===== src/rtl/cpu_run_monitor.sv =====
// Cycle-budget run controller for a MIPS core: sequences CPU reset, counts RUN
// cycles and ends the run on a HALT word, a stalled PC, or budget exhaustion.
module cpu_run_monitor #(
   parameter int          MAX_CYCLES  = 100,
   parameter int          CNT_W       = 16,
   parameter int          ADDR_W      = 32,
   parameter int          RST_CYCLES  = 2,
   parameter int          STALL_LIMIT = 4,
   parameter logic [31:0] HALT_WORD   = 32'hFC000000,
   parameter logic [1:0]  MODE        = 2'b11
) (
   input  logic              clk,
   input  logic              rst,
   input  logic              start,
   input  logic [ADDR_W-1:0] pc_in,
   input  logic [31:0]       instr_in,
   output logic              cpu_rst,
   output logic              running,
   output logic              done,
   output logic              halted,
   output logic              timeout,
   output logic [CNT_W-1:0]  cycle_count
);

   localparam int RC_W = (RST_CYCLES  > 1) ? $clog2(RST_CYCLES)  : 1;
   localparam int SC_W = $clog2(STALL_LIMIT + 1);

   typedef enum logic [1:0] {S_IDLE, S_RST, S_RUN, S_DONE} state_t;

   state_t            state_q, state_d;
   logic [RC_W-1:0]   rcnt_q, rcnt_d;
   logic [SC_W-1:0]   stall_q, stall_d;
   logic [ADDR_W-1:0] last_pc_q, last_pc_d;
   logic [CNT_W-1:0]  cycle_q, cycle_d;
   logic              halted_q, halted_d;
   logic              timeout_q, timeout_d;

   logic pc_match, halt_hit, budget_hit;

   // The first RUN cycle (count still 0) never compares against last PC.
   assign pc_match   = (cycle_q != '0) && (pc_in == last_pc_q);
   assign halt_hit   = (MODE[0] && (instr_in == HALT_WORD)) ||
                       (MODE[1] && pc_match && (stall_q == SC_W'(STALL_LIMIT - 2)));
   assign budget_hit = (cycle_q == CNT_W'(MAX_CYCLES - 1));

   always_ff @(posedge clk or posedge rst) begin
      if (rst) state_q <= S_IDLE;
      else     state_q <= state_d;
   end

   always_comb begin
      state_d = state_q;
      unique case (state_q)
         S_IDLE:  if (start) state_d = S_RST;
         S_RST:   if (!start && rcnt_q == '0) state_d = S_RUN;
         S_RUN:   if (start) state_d = S_RST;
                  else if (halt_hit || budget_hit) state_d = S_DONE;
         S_DONE:  if (start) state_d = S_RST;
         default: state_d = S_IDLE;
      endcase
   end

   always_comb begin
      cpu_rst     = (state_q != S_RUN);
      running     = (state_q == S_RUN);
      done        = (state_q == S_DONE);
      halted      = halted_q;
      timeout     = timeout_q;
      cycle_count = cycle_q;
   end

   always_comb begin
      rcnt_d    = rcnt_q;
      stall_d   = stall_q;
      last_pc_d = last_pc_q;
      cycle_d   = cycle_q;
      halted_d  = halted_q;
      timeout_d = timeout_q;
      if (start) begin
         rcnt_d    = RC_W'(RST_CYCLES - 1);
         stall_d   = '0;
         cycle_d   = '0;
         halted_d  = 1'b0;
         timeout_d = 1'b0;
      end else if (state_q == S_RST) begin
         if (rcnt_q != '0) rcnt_d = rcnt_q - RC_W'(1);
      end else if (state_q == S_RUN) begin
         cycle_d   = cycle_q + CNT_W'(1);
         last_pc_d = pc_in;
         // Saturate so a disabled PC-loop detector cannot wrap the counter.
         if (!pc_match)                               stall_d = '0;
         else if (stall_q != SC_W'(STALL_LIMIT - 1)) stall_d = stall_q + SC_W'(1);
         if (halt_hit)        halted_d  = 1'b1;
         else if (budget_hit) timeout_d = 1'b1;
      end
   end

   always_ff @(posedge clk or posedge rst) begin
      if (rst) begin
         rcnt_q    <= '0;
         stall_q   <= '0;
         last_pc_q <= '0;
         cycle_q   <= '0;
         halted_q  <= 1'b0;
         timeout_q <= 1'b0;
      end else begin
         rcnt_q    <= rcnt_d;
         stall_q   <= stall_d;
         last_pc_q <= last_pc_d;
         cycle_q   <= cycle_d;
         halted_q  <= halted_d;
         timeout_q <= timeout_d;
      end
   end

endmodule


===== config.mk =====
export PLATFORM = sky130hd
export DESIGN_NAME = cpu_run_monitor
export DESIGN_NICKNAME = d
export VERILOG_FILES = /design/src/rtl/cpu_run_monitor.sv
export SDC_FILE = /design/constraint.sdc
export NUM_CORES = 1
export LEC_CHECK = 0
export ABC_AREA = 1
export BUFFER_PORTS_ARGS = -buffer_cell sky130_fd_sc_hd__clkbuf_2
export CAP_MARGIN = 0
export CORE_AREA = 2 2 94 96
export DETAILED_ROUTE_END_ITERATION = 8
export DIE_AREA = 0 0 96 98
export HOLD_SLACK_MARGIN = 0.02
export PLACE_DENSITY = 0.65
export RECOVER_POWER = 100
export SYNTH_ARGS = -nofsm -noshare
export SYNTH_HDL_FRONTEND = slang
export SYNTH_SLANG_ARGS = --single-unit

===== constraint.sdc =====
create_clock -name clk -period 5.45 [get_ports clk]
set_clock_uncertainty 0.1 [all_clocks]
set_input_delay 1.3625 -clock clk [delete_from_list [all_inputs] [get_ports clk]]
set_output_delay 1.3625 -clock clk [all_outputs]
set_load 0.01 [all_outputs]

==> impl_results.md, run 1 <==
- Pwr Total: roughly 1300 uW
- Status: complete, no violations
- Remaining DRCs: 0
- Routability cong.: approximately 0.9
- Clock Path Buffers: 2
- Critical path required time: around 5.5 ns
- Count of cell types in the netlist: 31
- Sequential element share of the synthesized area: 0.432
- Post-cts resize count: 0
- # placed instances: a little under 600
- Final Hold Vio Count: 0
- Root Buffer Master: clkbuf_8
- Layout cells sized above 1: 0.214
- Switching Fraction: 0.341
- Die X-Extent: around 96 microns
- Max Cap Violations: 0
- Post-DP Area: ~3800 sq um
- Worst path bufs/invs: 3
- Setup_tns: 0 ns
- H-tree depth: 2
- Syn_nets: about 470
- Leakage: roughly 0.0019 uW
- Die Y: roughly 98 microns
- Crit-path max FO: 29
- Crit path kind: in -> reg
- Detailed-route vias per instance: 4.58
- Flop2flop setup slack: roughly 2.9 ns
- EDFF count, synth: 0
- Fmax: about 280 MHz
- Final instance area: ~3800 sq um
- HP Class: reg -> reg
- N_diodes: 0
- Combinational power share: 0.346
- Worst Path Arrival: 3.66 ns
- Worst vdd ir: 0.000174 V
- Initial DRT Pass Iterations: 4
- P_sw: around 460 uW
- Worst-margin pin slew: 1.12 ns
- CP Cell Sequence: clkbuf_1 > inv_1 > nand2_1 > clkbuf_1 > o21ai_0
- Setup violations, final: 0
- Core area: between 8000 and 9000 sq um
- Hold path cells: 2
- Async S/R FF share, synth: 1.00
- Final nets: 558
- Post-CTS Hold Fix Bufs: 0
- Vias post-DR: 2705
- Final ANT Viol Nets: 0
- P_int: 889 uW
- CP peak stage delay: 0.92 ns
- Starting DRT DRC Count: 95
- Fill count: around 850
- Clock slew seen by the registers of the worst setup and hold paths: 0.10 ns
- Worst R2R Path Depth: 11
- Num Clock Sinks: 56
- Crit-path most repeated cell: clkbuf_1
- Num CTS Buffers: 5
- Area Growth Syn to Fin: 18.2%
- Routed len/inst: about 11 microns
- Worst rel slew slack: 0.253
- Setup Buffers After CTS: 0
- Cells after synthesis: a little under 400
- Crit path depth: 5
- Syn_area_per_cell: 8.29 sq um
- CP delay by family, top: buffers and inverters
- Congestion Overflow GR: 0
- Worst setup EP type: flip-flop
- Vias in the first global route: approximately 2600
- Skew-Pair Late Insertion Delay: between 0.3 and 0.4 ns
- Clock share of power: 0.180
- Critical path startpoint category: primary input
- Io pins: roughly 90
- Seq pwr share: 0.474
- Starting Density: 0.383
- Synth Register Bits: 56
- Synthesized cell area: about 3200 sq um
- First-pass GRT wire length: between 10000 and 15000 microns
- Final Non-Filler Cells: just under 600
- Die Footprint: approximately 9400 sq um
- Port bufs: 87
- Most frequent cells in the layout: 97 x nand2_1, 65 x clkbuf_2, 58 x inv_1, 56 x dfrtp_1, 40 x nor2_1
- Yosys warnings: 0
- RSZ-0062 raised after global routing: no
- Std-Cell Rows: 34
- DP Wirelength: 5180 microns
- Slew Limit Fails: 0
- Slowest cell on the critical path: nand2_1
- Final min period: about 3.6 ns
- Largest net degree at the start of global routing: 57
- Power density over cell area: 352 nW/um^2
- Synth Flop Type: dfrtp_1
- Commonest non-fill, non-tap cell in the layout: nand2_1
- CTS tree: done
- Detailed Route WL: about 6700 microns
- Gr usage total: 0.150
- Fin crit share: 0.658
- Initial antenna violation count: 0
==> kinds of logic (layout without fill, tap and decap cells) <==
| kind of cell | Yosys count | in the layout | share of synthesized area |
|---|---|---|---|
| xor+xnor | 24 | 24 | 0.0648 |
| compound gates | 33 | 33 | 0.0583 |
| simple gates | 181 | 181 | 0.253 |
| mux | 22 | 22 | 0.0764 |
| flops | 56 | 56 | 0.432 |
| buf+inv | 65 | 156 | 0.0764 |
| fa+ha+maj | 10 | 10 | 0.0386 |
==> worst reg2reg max path, cell delays in order, from the launching register on <==
cell,delay [ns]
dfrtp_1,0.42
inv_1,0.09
ha_1,0.26
inv_1,0.16
nor2_4,0.06
nor2_1,0.42
inv_1,0.29
nand3_1,0.17
clkinv_1,0.16
nand2_1,0.12
nor3_1,0.05
nor3_1,0.17
==> worst paths after layout <==
kind	end	start
worst min-delay path	stall_q[2]	stall_q[2]
max in group asynchronous	stall_q[2]	rst
worst min register to register	stall_q[2]	stall_q[2]
worst max register to register	cycle_count[12]	state_q[0]
min in group asynchronous	cycle_count[10]	rst
worst max-delay path	last_pc_q[29]	start
==> routing by layer <==
layer	global-route usage	wire length (microns)	share of wire	up-vias
met1	0.205	3260	0.49	1222
met2	0.245	3110	0.47	58
met4	0.0308	41	0.0061	0
met5	0	0	0	-
li1	-	-	-	1421
met3	0.0324	267	0.040	4
==> registers in the layout, summed over array words and instances, names as in the netlist <==
signal,count
last_pc_q,32
halted,1
cycle_count,16
timeout,1
rcnt_q,1
state_q,2
stall_q,3
==> cells in the mapped netlist, types with 10 or more instances <==
| library cell | instances | area, sq um |
|---|---|---|
| nor3_1 | 10 | 50.1 |
| ha_1 | 10 | 125 |
| nor2_1 | 37 | 139 |
| nand2_1 | 95 | 357 |
| dfrtp_1 | 56 | 1400 |
| inv_1 | 56 | 210 |
| mux2_2 | 22 | 248 |
| xor2_1 | 10 | 87.6 |
| o21ai_0 | 17 | 85.1 |
| xnor2_1 | 14 | 123 |
| nand3_1 | 13 | 65.1 |
==> area by class of cell <==
type,count,area [sq um],area share
well taps,108,135,0.0352
repair buffers,89,419,0.109
clock inverters,2,13.8,0.00359
inverters,59,221,0.0577
multi-input cells,270,1560,0.407
clock buffers,6,82.6,0.0215
flip-flops and latches,56,1400,0.365
==> per-stage QoR <==
stage | util | setup slack, ns | hold WS, ns
2_1_floorplan | - | 2.62 | 0.364
3_3_place_gp | 0.449 | 1.90 | 0.385
3_5_place_dp | 0.449 | 1.85 | 0.381
4_1_cts | 0.461 | 2.18 | 0.407
5_1_grt | 0.453 | 1.55 | 0.439
6_report | 0.453 | 1.87 | 0.407
==> power groups by stage <==
stage          logic, uW  clock network (uW)  registers [uW]
2_1_floorplan        378                   0             629
4_1_cts              483                 254             640
6_report             466                 244             640
3_3_place_gp         465                   0             644
3_5_place_dp         482                   0             647
5_1_grt              535                 272             661
No activity file was read; power rests on OpenSTA's default activity.
==> run 2, diff against run 1 <==
- clock period: 5.45 -> 3.7 ns (I/O delays scaled with it)
==> run 2 against run 1 <==
Compared with the run above: critical path depth increased by 9; critical endpoint is now cycle_count[13]; highest routed layer unchanged; register-to-register slack got worse by 1.9 ns; die area unchanged; largest cell class unchanged.
==> impl_results.md, run 2 (same netlist as run 1, synthesis figures left out) <==
- Worst rel slew slack: 0.187
- Switching Fraction: 0.345
- P_int: between 1000 and 1500 uW
- Remaining DRCs: 0
- Clock slew seen by the registers of the worst setup and hold paths: around 0.11 ns
- Worst-margin pin slew: roughly 1.2 ns
- Final min period: 2.69 ns
- Worst Path Arrival: ~2.8 ns
- Skew-Pair Late Insertion Delay: slightly above 0.3 ns
- Congestion Overflow GR: 0
- Worst vdd ir: 0.000176 V
- Critical path startpoint category: flip-flop
- Port bufs: 87
- Post-cts resize count: 0
- DP Wirelength: about 5400 microns
- Area Growth Syn to Fin: 17.6%
- First-pass GRT wire length: roughly 12000 microns
- Setup Buffers After CTS: 0
- Vias in the first global route: around 2700
- Final nets: approximately 560
- CTS tree: done
- Slowest cell on the critical path: dfrtp_1
- N_diodes: 0
- Max Cap Violations: 0
- Gr usage total: 0.155
- Core area: approximately 8500 sq um
- Initial DRT Pass Iterations: 4
- Io pins: 88
- Commonest non-fill, non-tap cell in the layout: nand2_1
- Detailed-route vias per instance: roughly 4.7
- P_sw: between 600 and 700 uW
- Combinational power share: 0.341
- Routability cong.: around 0.87
- Starting DRT DRC Count: just over 100
- Leakage: 0.00190 uW
- Die Footprint: 9410 sq um
- Crit-path max FO: 7
- CP Cell Sequence: inv_1 > ha_1 > inv_1 > nor2_1 > nor2_1 > nor2_1 > nand2_4 > nor2_1 > nand2_1 > nor2_1 > nand2_2 > o21ai_2 > nand2_1 > nor2_1
- Die Y: 98 microns
- H-tree depth: 2
- Initial antenna violation count: 0
- Final Hold Vio Count: 0
- Starting Density: 0.383
- Seq pwr share: 0.478
- Crit path kind: reg -> reg
- Fin crit share: 0.726
- Worst setup EP type: flip-flop
- Routed len/inst: 11.5 microns
- Clock Path Buffers: 2
- Critical path required time: ~3.9 ns
- HP Class: reg -> reg
- Most frequent cells in the layout: 96 x nand2_1, 64 x clkbuf_2, 58 x inv_1, 56 x dfrtp_1, 42 x nor2_1
- Power density over cell area: between 500 and 600 nW/um^2
- Largest net degree at the start of global routing: 43
- Setup_tns: 0 ns
- Std-Cell Rows: 34
- Setup violations, final: 0
- Num CTS Buffers: 5
- CP peak stage delay: between 0.4 and 0.5 ns
- Crit-path most repeated cell: nor2_1
- Root Buffer Master: clkbuf_8
- Vias post-DR: 2774
- Layout cells sized above 1: 0.207
- Slew Limit Fails: 0
- Final ANT Viol Nets: 0
- Clock share of power: 0.181
- Num Clock Sinks: between 50 and 60
- Pwr Total: just under 2000 uW
- Largest register FFs: 32
- Status: complete, no violations
- Fmax: roughly 370 MHz
- Post-CTS Hold Fix Bufs: 0
- Die X-Extent: approximately 96 microns
- Detailed Route WL: just under 7000 microns
- RSZ-0062 raised after global routing: no
- Largest register by flop count: last_pc_q
==> run 2: cell count changes in the layout (fill, tap and decap cells not counted), sizes merged <==
cell      change
clkinvlp      +1
==> run 2: metal layers <==
metal,part of all wire,track usage,vias to the layer above
met3,0.052,0.0293,9
met5,0,0,-
met2,0.48,0.260,74
li1,-,-,1426
met4,0.012,0.0385,0
met1,0.45,0.205,1265
==> run 2: through the flow <==
| step | hold WS [ns] | std cells | util | area, sq um | setup slack, ns |
|---|---|---|---|---|---|
| 2_1_floorplan | 0.364 | 391 | - | 3240 | 1.30 |
| 3_3_place_gp | 0.387 | 583 | 0.450 | 3810 | 1.08 |
| 3_5_place_dp | 0.393 | 583 | 0.450 | 3810 | 1.05 |
| 4_1_cts | 0.423 | 591 | 0.461 | 3910 | 1.31 |
| 5_1_grt | 0.432 | 591 | 0.451 | 3810 | 0.665 |
| 6_report | 0.421 | 591 | 0.451 | 3810 | 1.01 |
==> run 2: power groups by stage <==
| stage | logic [uW] | registers, uW | clock network (uW) |
|---|---|---|---|
| finish | 672 | 941 | 356 |
| global route | 792 | 969 | 397 |
| CTS | 711 | 941 | 372 |
| detailed placement | 709 | 954 | 0 |
| global placement | 684 | 945 | 0 |
| floorplan | 557 | 927 | 0 |
==> run 2: area by class of cell <==
class / count / area (sq um)
Fill cell: 860 / 4650
Multi-Input combinational cell: 270 / 1540
Sequential cell: 56 / 1400
Timing Repair Buffer: 90 / 422
Inverter: 59 / 221
Tap cell: 108 / 135
Clock buffer: 5 / 68.8
Clock inverter: 3 / 27.5
==> run 2: worst max-delay path, delay by kind of cell (launching register included) <==
family	cells	cell delay, ns
simple gates	10	1.54
buf+inv	2	0.20
flops	1	0.44
compound gates	1	0.11
fa+ha+maj	1	0.24
==> run 2: path summary, 6_finish.rpt <==
| kind | start | end | slack (ns) | depth (start not counted) |
|---|---|---|---|---|
| setup / recovery | state_q[0] | cycle_count[13] | 1.01 | 14 |
| hold / removal | last_pc_q[11] | last_pc_q[11] | 0.42 | 2 |
| setup reg to reg | state_q[0] | cycle_count[13] | 1.01 | 14 |
| hold reg to reg | last_pc_q[11] | last_pc_q[11] | 0.42 | 2 |
| max in group asynchronous | rst | last_pc_q[12] | 1.46 | 3 |
| min in group asynchronous | rst | cycle_count[13] | 0.80 | 2 |
